## config.mk

```make
export PLATFORM = sky130hd
export DESIGN_NAME = matrix_mult_engine_flat
export DESIGN_NICKNAME = d
export VERILOG_FILES = /design/src/rtl/matrix_pkg.sv /design/src/rtl/matrix_mult_engine_if.sv /design/src/rtl/matrix_mult_engine_mac_unit.sv /design/src/rtl/matrix_mult_engine.sv /design/src/flat_wrapper.sv
export SDC_FILE = /design/constraint.sdc
export NUM_CORES = 1
export LEC_CHECK = 0
export CORE_MARGIN = 2
export CORE_UTILIZATION = 59
export CTS_CLUSTER_SIZE = 25
export DETAILED_ROUTE_END_ITERATION = 16
export PLACE_DENSITY_LB_ADDON = 0.1
export SETUP_SLACK_MARGIN = 0.1
export SYNTH_ARGS = -nofsm -noshare
export SYNTH_HDL_FRONTEND = slang
export SYNTH_HIERARCHICAL = 1
export SYNTH_SLANG_ARGS = --single-unit
export TNS_END_PERCENT = 20
```

## constraint.sdc

```tcl
create_clock -name clk -period 17.7 [get_ports clk]
set_input_delay 3.54 -clock clk [delete_from_list [all_inputs] [get_ports clk]]
set_output_delay 3.54 -clock clk [all_outputs]
set_load 0.01 [all_outputs]
```

## src/rtl/matrix_pkg.sv

```systemverilog
// Shared constants, result-width derivation and FSM state encoding for the
// 3x3 matrix multiply engine.
package matrix_pkg;

  localparam int MAT_N      = 3;
  localparam int NUM_BYTES  = 2 * MAT_N * MAT_N;
  localparam int DATA_W_DEF = 8;

  // Two extra bits hold the sum of three full-scale products without wrap.
  function automatic int res_w(input int data_w);
    return 2 * data_w + 2;
  endfunction

  typedef enum logic [1:0] {
    ST_IDLE = 2'd0,
    ST_MAC  = 2'd1,
    ST_OUT  = 2'd2,
    ST_FIN  = 2'd3
  } state_t;

endpackage

```

## src/rtl/matrix_mult_engine_if.sv

```systemverilog
// Request/result bundle between the operand buffer, the engine and the
// downstream result consumer.
interface matrix_mult_engine_if
  import matrix_pkg::*;
#(
  parameter int DATA_W = DATA_W_DEF
) ();

  localparam int RES_W = res_w(DATA_W);

  logic                        start;
  logic [NUM_BYTES*DATA_W-1:0] operands;
  logic [RES_W-1:0]            res_data;
  logic                        res_valid;
  logic                        res_ready;
  logic [3:0]                  res_index;
  logic                        busy;
  logic                        done;

  modport master (
    output start, operands, res_ready,
    input  res_data, res_valid, res_index, busy, done
  );

  modport slave (
    input  start, operands, res_ready,
    output res_data, res_valid, res_index, busy, done
  );

endinterface

```

## src/rtl/matrix_mult_engine_mac_unit.sv

```systemverilog
// Single multiply-accumulate lane: one DATA_W x DATA_W product per enabled
// cycle summed into a RES_W accumulator, with a synchronous clear.
module mac_unit
  import matrix_pkg::*;
#(
  parameter int DATA_W = DATA_W_DEF,
  parameter int RES_W  = res_w(DATA_W)
) (
  input  logic              clk,
  input  logic              reset,
  input  logic              clr,
  input  logic              en,
  input  logic [DATA_W-1:0] a,
  input  logic [DATA_W-1:0] b,
  output logic [RES_W-1:0]  acc
);

  logic [2*DATA_W-1:0] prod_s;

  assign prod_s = a * b;

  // Accumulator register; clear has priority over accumulate.
  always_ff @(posedge clk or negedge reset) begin
    if (!reset) begin
      acc <= {RES_W{1'b0}};
    end else if (clr) begin
      acc <= {RES_W{1'b0}};
    end else if (en) begin
      acc <= acc + RES_W'(prod_s);
    end else begin
      acc <= acc;
    end
  end

endmodule

```

## src/rtl/matrix_mult_engine.sv

```systemverilog
// 3x3 unsigned matrix multiplier: latches both operand matrices on start and
// streams C = A x B out row-major, one element per valid/ready handshake.
module matrix_mult_engine
  import matrix_pkg::*;
#(
  parameter int DATA_W = DATA_W_DEF
) (
  input logic                 clk,
  input logic                 reset,
  matrix_mult_engine_if.slave bus
);

  localparam int RES_W = res_w(DATA_W);

  state_t            state_r;
  state_t            state_s;
  logic [1:0]        k_r;
  logic [1:0]        row_r;
  logic [1:0]        col_r;
  logic [3:0]        idx_r;
  logic              busy_r;
  logic              valid_r;
  logic              done_r;
  logic [DATA_W-1:0] op_r [NUM_BYTES];

  logic              load_s;
  logic              clr_s;
  logic              en_s;
  logic              hs_s;
  logic              last_k_s;
  logic              last_idx_s;
  logic [4:0]        a_idx_s;
  logic [4:0]        b_idx_s;
  logic [RES_W-1:0]  acc_s;

  assign hs_s       = valid_r && bus.res_ready;
  assign last_k_s   = (k_r == 2'd2);
  assign last_idx_s = (idx_r == 4'd8);

  // A is walked along row i, B down column j; B starts at byte 9.
  assign a_idx_s = 5'(row_r) * 5'd3 + 5'(k_r);
  assign b_idx_s = 5'd9 + 5'(k_r) * 5'd3 + 5'(col_r);

  mac_unit #(
    .DATA_W (DATA_W),
    .RES_W  (RES_W)
  ) u_mac (
    .clk   (clk),
    .reset (reset),
    .clr   (clr_s),
    .en    (en_s),
    .a     (op_r[a_idx_s]),
    .b     (op_r[b_idx_s]),
    .acc   (acc_s)
  );

  // Operand capture; only the start edge in IDLE loads new matrices.
  always_ff @(posedge clk) begin
    if (load_s) begin
      for (int n = 0; n < NUM_BYTES; n++) begin
        op_r[n] <= bus.operands[DATA_W*n +: DATA_W];
      end
    end
  end

  // Next-state and datapath control decode.
  always_comb begin
    state_s = state_r;
    load_s  = 1'b0;
    clr_s   = 1'b0;
    en_s    = 1'b0;
    case (state_r)
      ST_IDLE: begin
        if (bus.start) begin
          state_s = ST_MAC;
          load_s  = 1'b1;
          clr_s   = 1'b1;
        end else begin
          state_s = ST_IDLE;
        end
      end
      ST_MAC: begin
        en_s = 1'b1;
        if (last_k_s) begin
          state_s = ST_OUT;
        end else begin
          state_s = ST_MAC;
        end
      end
      ST_OUT: begin
        if (hs_s && last_idx_s) begin
          state_s = ST_FIN;
        end else if (hs_s) begin
          state_s = ST_MAC;
          clr_s   = 1'b1;
        end else begin
          state_s = ST_OUT;
        end
      end
      ST_FIN: begin
        state_s = ST_IDLE;
      end
      default: begin
        state_s = ST_IDLE;
      end
    endcase
  end

  // State, counters and registered status outputs.
  always_ff @(posedge clk or negedge reset) begin
    if (!reset) begin
      state_r <= ST_IDLE;
      k_r     <= 2'd0;
      row_r   <= 2'd0;
      col_r   <= 2'd0;
      idx_r   <= 4'd0;
      busy_r  <= 1'b0;
      valid_r <= 1'b0;
      done_r  <= 1'b0;
    end else begin
      state_r <= state_s;
      busy_r  <= (state_s != ST_IDLE);
      valid_r <= (state_s == ST_OUT);
      done_r  <= (state_s == ST_FIN);
      if (load_s) begin
        k_r   <= 2'd0;
        row_r <= 2'd0;
        col_r <= 2'd0;
        idx_r <= 4'd0;
      end else if (en_s) begin
        k_r <= last_k_s ? 2'd0 : k_r + 2'd1;
      end else if (hs_s && !last_idx_s) begin
        k_r   <= 2'd0;
        idx_r <= idx_r + 4'd1;
        if (col_r == 2'd2) begin
          col_r <= 2'd0;
          row_r <= row_r + 2'd1;
        end else begin
          col_r <= col_r + 2'd1;
        end
      end
    end
  end

  assign bus.res_data  = acc_s;
  assign bus.res_valid = valid_r;
  assign bus.res_index = idx_r;
  assign bus.busy      = busy_r;
  assign bus.done      = done_r;

endmodule

```

## src/flat_wrapper.sv

```systemverilog
// flat-port wrapper written by rule: the top's interface ports become plain ports
module matrix_mult_engine_flat import matrix_pkg::*;
#(
  parameter int DATA_W = DATA_W_DEF
)
  (clk, reset, bus_start, bus_operands, bus_res_ready, bus_res_data, bus_res_valid, bus_res_index, bus_busy, bus_done);
  matrix_mult_engine_if #(.DATA_W(DATA_W)) bus_i ();
  input logic clk;
  input logic reset;
  input wire logic [$bits(bus_i.start)-1:0] bus_start;
  input wire logic [$bits(bus_i.operands)-1:0] bus_operands;
  input wire logic [$bits(bus_i.res_ready)-1:0] bus_res_ready;
  output wire logic [$bits(bus_i.res_data)-1:0] bus_res_data;
  output wire logic [$bits(bus_i.res_valid)-1:0] bus_res_valid;
  output wire logic [$bits(bus_i.res_index)-1:0] bus_res_index;
  output wire logic [$bits(bus_i.busy)-1:0] bus_busy;
  output wire logic [$bits(bus_i.done)-1:0] bus_done;
  assign bus_i.start = bus_start;
  assign bus_i.operands = bus_operands;
  assign bus_i.res_ready = bus_res_ready;
  assign bus_res_data = bus_i.res_data;
  assign bus_res_valid = bus_i.res_valid;
  assign bus_res_index = bus_i.res_index;
  assign bus_busy = bus_i.busy;
  assign bus_done = bus_i.done;
  matrix_mult_engine #(.DATA_W(DATA_W)) u_core (.clk(clk), .reset(reset), .bus(bus_i));
endmodule
```

# [Word-level counts from Yosys, hierarchy flattened]
# Memories as Yosys holds them, arrays and structs flattened.
# Index checks and enable logic that the tools add are counted.
# W data, S select, Z words.
[classes] addsub=8 mul=3 eq_ne=9 n_mux=30 n_reduce_logical=12
[op_table] op="$mux W18" count=2
[op_table] op="$mux W2" count=15
[op_table] op="$add A18 B16 Y18" count=1
[op_table] op="$mul A8 B8 Y16" count=1
[op_table] op="$eq A2 B2 Y1 const B" count=6
[op_table] op="$mux W4" count=3
[op_table] op="$mul A2 B2 Y4 const B" count=2
[op_table] op="$mux W1" count=8
[op_table] op="$pmux W2 S4" count=1
[op_table] op="$reduce_bool A2 Y1" count=4
[op_table] op="$add A2 B1 Y2 const B" count=3
[op_table] op="$add A4 B2 Y5" count=1
[op_table] op="$add A4 B4 Y5 const A" count=1
[op_table] op="$add A5 B2 Y5" count=1
[op_table] op="$add A4 B1 Y4 const B" count=1
[op_table] op="$eq A4 B4 Y1 const B" count=1
[op_table] op="$logic_and A1 B1 Y1" count=3
[op_table] op="$reduce_and A3 Y1" count=1
[op_table] op="$reduce_bool A3 Y1" count=1
[op_table] op="$eq A2 B1 Y1 const B" count=1
[op_table] op="$logic_not A2 Y1" count=1
[op_table] op="$ne A2 B1 Y1 const B" count=1
[op_table] op="$pmux W1 S2" count=1
[op_table] op="$reduce_and A2 Y1" count=1
[op_table] op="$logic_not A1 Y1" count=1
[totals] regBits=33 mem_bits_rw=144 inputBits=148 out_inout_bits=25 wordCells=72 mem_count=1
[memory_table] name="u_core.op_r" words=18 word_bits=8 read_ports=2 rd_clocked_by_memory_dff=0 write_ports=18 line_no="matrix_mult_engine.sv:24" source="logic [DATA_W-1:0] op_r [NUM_BYTES];"

# [Longest topological paths before layout]
# Gate-level depths: netlist (run 1).
# An unclocked memory read counts as a cell.
[depth] ltp_word=8 mapped_depth=29 depth_no_buf=26

# [By module]
# The synthesis (run 1) kept the hierarchy.
[by_module_without_submodules] mod="matrix_mult_engine" instances=1 cells_each=372 area_each_um2=7490.9 seq_area_each_um2=4699.5
[by_module_without_submodules] mod="mac_unit" instances=1 cells_each=394 area_each_um2=3462.1 seq_area_each_um2=450.4

# [Worst setup path after synthesis (run 1)]
# Ideal clock, no wire load.
[synth_timing] path_kind="input -> register" from="input port bus_start" to="register u_core.u_mac.acc[17]" setup_time_ns=0.133 arrival_time_ns=10.295 required_ns=17.567 slack_ns=7.271 stages=7 path_buffers=1 cell_sequence="nor3b_2 or2_1 buf_6 or2b_1 nor3b_1 o211ai_1 nand4_1"
[synth_between] elab_chain_len=3 word_cells_on_any_way=4 classes_between="3 x mux; 1 x reduce/logical"
[synth_lines] element="start: declaration" line_no="flat_wrapper.sv:10" source="input wire logic [$bits(bus_i.start)-1:0] bus_start;"
[synth_lines] element="$mux W1 (*)" line_no="matrix_mult_engine.sv:74" source="if (bus.start) begin"
[synth_lines] element="$pmux W1 S2 (*)" line_no="matrix_mult_engine.sv:72" source="case (state_r)"
[synth_lines] element="net u_core.clr_s" line_no="matrix_mult_engine.sv:27" source="logic clr_s;"
[synth_lines] element="$mux W18 / $reduce_bool A2 Y1 (equally long branches)"
[synth_lines] element="end signal: assignment" line_no="matrix_mult_engine_mac_unit.sv:25" source="acc <= {RES_W{1'b0}};"
[synth_lines] element="end signal: assignment" line_no="matrix_mult_engine_mac_unit.sv:27" source="acc <= {RES_W{1'b0}};"
[synth_lines] element="end signal: assignment" line_no="matrix_mult_engine_mac_unit.sv:29" source="acc <= acc + RES_W'(prod_s);"
[synth_lines] element="end: declaration" line_no="matrix_mult_engine_mac_unit.sv:15" source="output logic [RES_W-1:0] acc"
# The timed path passes the listed nets; every way through them passes the cells marked *.
# A chain may end at the register's enable or synchronous reset.

# [Worst setup path in the final report (run 1)]
[layout_timing] from="register u_core.k_r[0]" to="register u_core.u_mac.acc[17]"
[layout_between] elab_chain_len=8 word_cells_on_any_way=9 classes_between="4 x add/sub; 2 x mul; 2 x mux; 1 x memory"
[layout_lines] element="start: declaration" line_no="matrix_mult_engine.sv:17" source="logic [1:0] k_r;"
[layout_lines] element="start signal: assignment" line_no="matrix_mult_engine.sv:131" source="k_r <= last_k_s ? 2'd0 : k_r + 2'd1;"
[layout_lines] element="$mul A2 B2 Y4" line_no="matrix_mult_engine.sv:42" source="assign b_idx_s = 5'd9 + 5'(k_r) * 5'd3 + 5'(col_r);"
[layout_lines] element="$add A4 B4 Y5" line_no="matrix_mult_engine.sv:42"
[layout_lines] element="$add A5 B2 Y5" line_no="matrix_mult_engine.sv:42"
[layout_lines] element="$mem_v2 Z18 W8 (*)"
[layout_lines] element="$mul A8 B8 Y16 (*)" line_no="matrix_mult_engine_mac_unit.sv:20" source="assign prod_s = a * b;"
[layout_lines] element="$add A18 B16 Y18 (*)" line_no="matrix_mult_engine_mac_unit.sv:29"
[layout_lines] element="$mux W18 (*)" line_no="matrix_mult_engine_mac_unit.sv:28" source="end else if (en) begin"
[layout_lines] element="$mux W18 (*)" line_no="matrix_mult_engine_mac_unit.sv:26" source="end else if (clr) begin"
# Mark *: on every way between the ends. The rest lies on a longest branch, timed or not. The select of a mux whose other input is x is not followed.

==> results of run 1 <==
[routing by layer]
layer | share of wire [%] | routed length, µm | GRT usage [%] | vias to the layer above
met5 | 0 | 0 | 0 | -
met4 | 1.9 | 439 | 7.55 | 0
met3 | 5.7 | 1330 | 4.10 | 33
met2 | 50 | 11800 | 41.4 | 264
met1 | 42 | 9830 | 34.2 | 3536
li1 | - | - | - | 3147
[kinds of logic (layout without fill, tap and decap cells)]
| kind of cell | after synthesis | after routing |
|---|---|---|
| xor+xnor | 8 | 8 |
| mux | 106 | 106 |
| compound gates | 79 | 79 |
| flops | 177 | 177 |
| simple gates | 149 | 149 |
| buf+inv | 141 | 321 |
| fa+ha+maj | 106 | 106 |
[placed cells by master, fill, tap and decap left out, drive strengths merged, types with 3 or more instances in the layout]
master         instances
a211oi                 4
a21o                   6
a21oi                 20
and2                  36
buf                    7
clkbuf                17
clkdlybuf4s50        172
clkinv                 6
clkinvlp               3
dfrtp                 33
edfxtp               144
fa                    55
ha                    51
inv                  116
mux2                  11
mux2i                 23
mux4                  72
nand2                 53
nand2b                 5
nand3                  6
nand4                  5
nor2                  19
nor3                   8
nor3b                  3
o21ai                 17
o21bai                 4
o221ai                 8
o31ai                  3
or2                    3
xnor2                  5
xor2                   3
[worst register-to-register path: cells and delay by family, from the launching register on]
family,cells,cell delay (ns)
AO/OA/AOI/OAI,5,1.18
buffers and inverters,5,0.51
adder cells (fa/ha/maj),8,3.73
multiplexers,2,0.62
flip-flops,1,0.46
AND/OR/NAND/NOR,3,0.64
[registers in the layout, indices dropped and copies added, names as in the netlist]
signal,cells
u_core/state_r,2
u_core/bus.res_valid,1
u_core/bus.res_index,4
u_core/row_r,2
u_core/bus.done,1
u_core/op_r,144
u_core/bus.busy,1
u_core/u_mac/acc,18
u_core/k_r,2
u_core/col_r,2
[per-stage QoR]
step                utilization [%]  worst slack, ns  cells
finish                         74.1            10.45   1175
CTS                            74.1            10.47   1175
floorplan                         -             7.27    766
global placement               71.0            10.65   1143
global route                   74.1            10.18   1175
detailed placement             71.0            10.50   1143
[area by class of cell]
type	count	share of cell area, %
tap	229	2.14
sequential	177	38.4
clock buffer	17	3.17
multi-input combinational	448	38.9
inverter	110	3.08
timing repair buffer	179	13.2
clock inverter	15	1.08
[worst max-delay path by stage]
stage / from / to / slack (ns) / cells past startpoint
after floorplan: bus_start / u_core/u_mac/acc[17] / 7.27 / 7
after global placement: u_core/k_r[0] / u_core/u_mac/acc[17] / 10.65 / 23
after detailed placement: u_core/k_r[0] / u_core/u_mac/acc[17] / 10.50 / 23
after CTS: u_core/k_r[0] / u_core/u_mac/acc[15] / 10.47 / 23
after global routing: u_core/k_r[1] / u_core/u_mac/acc[17] / 10.18 / 20
final: u_core/k_r[0] / u_core/u_mac/acc[17] / 10.45 / 23
[synthesized netlist by cell type, drive strengths merged (11+ instances only)]
| master | number | area [µm²] |
|---|---|---|
| and2 | 36 | 225 |
| o21ai | 17 | 85.1 |
| inv | 110 | 413 |
| dfrtp | 33 | 826 |
| buf | 22 | 156 |
| nor2 | 19 | 71.3 |
| edfxtp | 144 | 4320 |
| mux4 | 72 | 1710 |
| a21oi | 20 | 100 |
| ha | 51 | 638 |
| nand2 | 53 | 199 |
| mux2 | 11 | 124 |
| mux2i | 23 | 230 |
| fa | 55 | 1100 |
==> impl_metrics.py, run 1 <==
metrics = {
    "cts": {
        "cts_buffers": 17,
        "cts-resized-gates": 0,
        "root_buffer": "clkbuf_16",
        "cts_tree": "yes",
        "post_cts_buffers": 0,
        "clock_sinks": 177,
        "clkTransAtPathRegs_ns": 0.08,
        "cts_hold_buf": 0,
        "htree_levels": 4,
        "clk_latency_ns": 0.43,
        "clock_path_buffers": 2,
    },
    "critical_path": {
        "worstReg2RegEnd": "u_core/u_mac/acc[17]",
        "cp.required_ns": 18.01,
        "worst-setup-path-type": "reg -> reg",
        "critPathCaptureType": "flip-flop",
        "critPathMostFrequentCell": "fa_1",
        "r2r_start": "u_core/k_r[0]",
        "crit_path_max_fanout": 23,
        "cp_slowest_stage_delay_ns": 0.59,
        "cp_num_buf_inv": 5,
        "reg2reg_depth": 23,
        "worst_ep_arrival_time_ns": 7.56,
        "crit_chain": "fa_1 > inv_1 > fa_1 > inv_1 > fa_1 > buf_4 > mux4_2 > mux2i_1 > o221ai_1 > and2_1 > fa_1 > fa_1 > inv_1 > fa_1 > fa_1 > inv_1 > ha_1 > o21a_1 > o31a_4 > or2_1 > o211ai_1 > o21bai_2 > nand4_1",
        "startpoint_type": "flip-flop",
        "crit_family": "adder cells",
        "reg2reg_slack_ns": 10.45,
        "slowest_stage": "fa_1",
    },
    "synth": {
        "synthXorXnorAreaFrac_pct": 0.640,
        "synth-edff-count": 144,
        "synth.distinct_cells": 62,
        "synth_flop_cell": "edfxtp_1",
        "yosys.area_share.simple_pct": 6.97,
        "seq_area_frac_synth_pct": 47.0,
        "synth-adder-area-share_pct": 15.9,
        "synth_area_per_cell_um2": 14.3,
        "synthCells": 766,
        "ys_seq_elements": 177,
        "synthArstFlopShare_pct": 18.6,
        "syn_area_um2": 11000,
        "yosysWarnings": 6,
        "muxShareOfSynthArea_pct": 18.9,
        "syn-num-nets": 1020,
        "synth_compound_area_share_pct": 5.13,
        "synth_top_family_by_area": "multiplexers",
    },
    "job": {
        "cap_violations": 0,
    },
    "timing": {
        "fin_crit_ns": 7.25,
        "slew_violations": 0,
        "worst_slew_pin_slew_ns": 1.03,
        "finClkSkew_ns": 0.0134,
        "max_freq_mhz": 138,
        "max_slew_margin_pct": 31.4,
        "tns_ns": 0,
        "rsz0062_at_grt": "no",
        "finalSetupViolCount": 0,
        "hold_viol": 0,
        "holdWs_ns": 0.544,
        "post-route-period-util_pct": 41.0,
    },
    "layout": {
        "area_growth_pct": 22.4,
        "drive_gt1_share_pct": 11.4,
        "num-fill-cells": 1170,
        "nets": 1187,
        "n_antenna_cell": 0,
        "seq_area_um2": 5150,
        "multi_input_area_um2": 5210,
        "design_area_um2": 13400,
    },
    "hold_path": {
        "min-delay-start": "u_core/col_r[0]",
        "hold_depth": 1,
        "hold_class": "reg -> reg",
        "hold_path_end": "u_core/col_r[1]",
    },
    "grt": {
        "grt_pass1_vias": 7247,
        "antenna_found_initial": 0,
        "grt_max_degree": 87,
        "grt_pass1_wl_um": 37600,
        "grt-ovfl-total": 0,
        "grt_usage_pct": 24.8,
    },
    "floorplanning": {
        "core_area_um2": 18100,
        "die_w_um": 140,
        "num_io_pins": 173,
        "dieArea_um2": 19700,
        "start_util_pct": 60.6,
        "core.rowCount": 49,
        "die_h_um": 140,
    },
    "drt": {
        "drt_iter0_markers": 490,
        "vias": 6980,
        "vias_per_cell": 5.94,
        "wirelength_um": 23400,
        "wl_per_cell_um": 19.9,
        "drt.antenna.violating_nets": 0,
        "drc": 0,
        "drt_pass1_iterations": 5,
    },
    "placed_design": {
        "port_buffers": 172,
        "placed_cell_area_um2": 12800,
        "place_congestion": 0.850,
        "post-dp-hpwl_um": 17700,
    },
    "outcome": {
        "status": "complete, no violations",
    },
}
Power of run 1 is not shown: default switching activity piles up to over one toggle a cycle in this logic, so the estimate is an artifact.
==> inputs of run 2 (changes only) <==
- CORE_UTILIZATION: 59 -> 50
- clock period: 17.7 -> 5.9 ns (I/O delays scaled with it)
==> impl_metrics.py, run 2 (same netlist as run 1, synthesis figures left out) <==
metrics = {
    "drt": {
        "drc": 0,
        "wl_per_cell_um": 19.6,
        "wirelength_um": 25300,
        "vias_per_cell": 5.56,
        "drt_pass1_iterations": 5,
        "vias": 7187,
        "drt.antenna.violating_nets": 0,
        "drt_iter0_markers": 468,
    },
    "critical_path": {
        "crit_family": "adder cells",
        "cp.required_ns": 6.21,
        "crit_chain": "fa_1 > inv_2 > fa_2 > inv_2 > fa_2 > buf_12 > mux4_2 > mux2i_4 > o221ai_4 > buf_4 > and2_1 > fa_2 > fa_1 > ha_1 > inv_1 > fa_1 > inv_1 > ha_4 > nor2b_4 > o31a_4 > or2_1 > o211ai_1 > o21bai_2 > nand4_1",
        "worst-setup-path-type": "reg -> reg",
        "cp_slowest_stage_delay_ns": 0.57,
        "worst_ep_arrival_time_ns": 6.69,
        "reg2reg_depth": 24,
        "reg2reg_slack_ns": -0.49,
        "crit_path_max_fanout": 22,
        "cp_num_buf_inv": 6,
        "worstReg2RegEnd": "u_core/u_mac/acc[17]",
        "critPathCaptureType": "flip-flop",
        "slowest_stage": "fa_1",
        "startpoint_type": "flip-flop",
        "r2r_start": "u_core/k_r[0]",
    },
    "hold_path": {
        "min-delay-start": "u_core/u_mac/acc[14]",
        "hold_path_end": "u_core/u_mac/acc[14]",
        "hold_class": "reg -> reg",
        "hold_depth": 2,
    },
    "layout": {
        "multi_input_area_um2": 5570,
        "n_antenna_cell": 0,
        "nets": 1253,
        "fin_cells": 1292,
        "drive_gt1_share_pct": 23.4,
        "area_growth_pct": 31.6,
        "mostFrequentLayoutCell": "clkdlybuf4s50_1",
        "largest_register": "u_core/op_r",
        "seq_area_um2": 5150,
        "final_cell_mix": "clkdlybuf4s50_1 (172), edfxtp_1 (144), inv_1 (101), buf_4 (66), mux4_2 (48)",
        "num-fill-cells": 1499,
        "largest_register_ffs": 144,
    },
    "timing": {
        "post-route-period-util_pct": 108,
        "worst_slew_pin_slew_ns": 0.990,
        "finalSetupViolCount": 11,
        "finClkSkew_ns": 0.0128,
        "setup_slack_ns": -0.487,
        "max_slew_margin_pct": 34.0,
        "hold_viol": 0,
        "max_freq_mhz": 157,
        "tns_ns": -3.63,
        "fin_crit_ns": 6.39,
        "slew_violations": 0,
        "rsz0062_at_grt": "yes",
    },
    "floorplanning": {
        "die_h_um": 152,
        "num_io_pins": 173,
        "die_w_um": 152,
        "start_util_pct": 50.5,
        "dieArea_um2": 23100,
        "core.rowCount": 54,
        "core_area_um2": 21700,
    },
    "cts": {
        "cts_buffers": 17,
        "clk_latency_ns": 0.43,
        "clock_path_buffers": 2,
        "htree_levels": 4,
        "clock_sinks": 177,
        "clkTransAtPathRegs_ns": 0.08,
        "cts_hold_buf": 0,
        "cts_tree": "yes",
        "root_buffer": "clkbuf_16",
    },
    "outcome": {
        "status": "finished with violations",
        "violations": "setup timing",
    },
    "grt": {
        "grt-ovfl-total": 0,
        "grt_pass1_vias": 7777,
        "grt_pass1_wl_um": 40800,
        "grt_max_degree": 83,
        "antenna_found_initial": 0,
        "grt_usage_pct": 22.5,
    },
    "placed_design": {
        "place_congestion": 0.832,
        "post-dp-hpwl_um": 19600,
        "place_inst": 1258,
        "port_buffers": 172,
    },
    "job": {
        "cap_violations": 0,
    },
}
-- run 2: worst max-delay path by stage --
| stage | end | cells past startpoint | slack [ns] | from |
|---|---|---|---|---|
| 4_1_cts | u_core/u_mac/acc[16] | 23 | -0.54 | u_core/col_r[1] |
| 5_1_grt | u_core/u_mac/acc[11] | 24 | -0.69 | u_core/k_r[0] |
| 3_3_place_gp | u_core/u_mac/acc[17] | 23 | -0.40 | u_core/col_r[1] |
| 3_5_place_dp | u_core/u_mac/acc[17] | 23 | -0.53 | u_core/col_r[1] |
| 2_1_floorplan | u_core/u_mac/acc[16] | 24 | -0.28 | u_core/col_r[1] |
| 6_report | u_core/u_mac/acc[17] | 24 | -0.49 | u_core/k_r[0] |
-- run 2: per-layer routing --
metal / global-route usage (%) / up-vias / routed length, µm
li1: - / 3274 / -
met1: 29.4 / 3655 / 10600
met2: 39.1 / 230 / 13100
met3: 3.79 / 28 / 1080
met4: 6.68 / 0 / 497
met5: 0 / - / 0
-- run 2: worst register-to-register path: cells and delay by family, from the launching register on --
kind,cells,cell delay (ns)
adders and majority gates,8,3.26
AOI/OAI and AO/OA,4,0.88
and+or+nand+nor,4,0.62
buffers and inverters,6,0.59
muxes,2,0.53
DFF,1,0.40
-- run 2: timing repair --
action	CTS	global route
pin swaps	3	18
gates resized for setup	7	21
setup buffers	0	2
gates cloned	0	0
endpoints found under the setup margin	13	14
-- run 2: layout make-up --
class                           count  share of cell area (%)
Clock buffer                       18                    2.98
Clock inverter                     14                    1.11
Inverter                          110                    2.86
Tap cell                          280                    2.43
Sequential cell                   177                    35.7
Timing Repair Buffer              245                    16.3
Multi-Input combinational cell    448                    38.6
-- run 2: metrics by stage --
step           cell area [µm²]  hold slack, ns  setup slack [ns]  utilization, %
2_1_floorplan            11200           0.494            -0.279               -
3_3_place_gp             13700           0.505            -0.400            63.0
3_5_place_dp             13700           0.518            -0.534            63.0
4_1_cts                  14300           0.537            -0.535            65.9
5_1_grt                  14400           0.551            -0.691            66.5
6_report                 14400           0.541            -0.487            66.5
Power of run 2 is left out for the same reason.
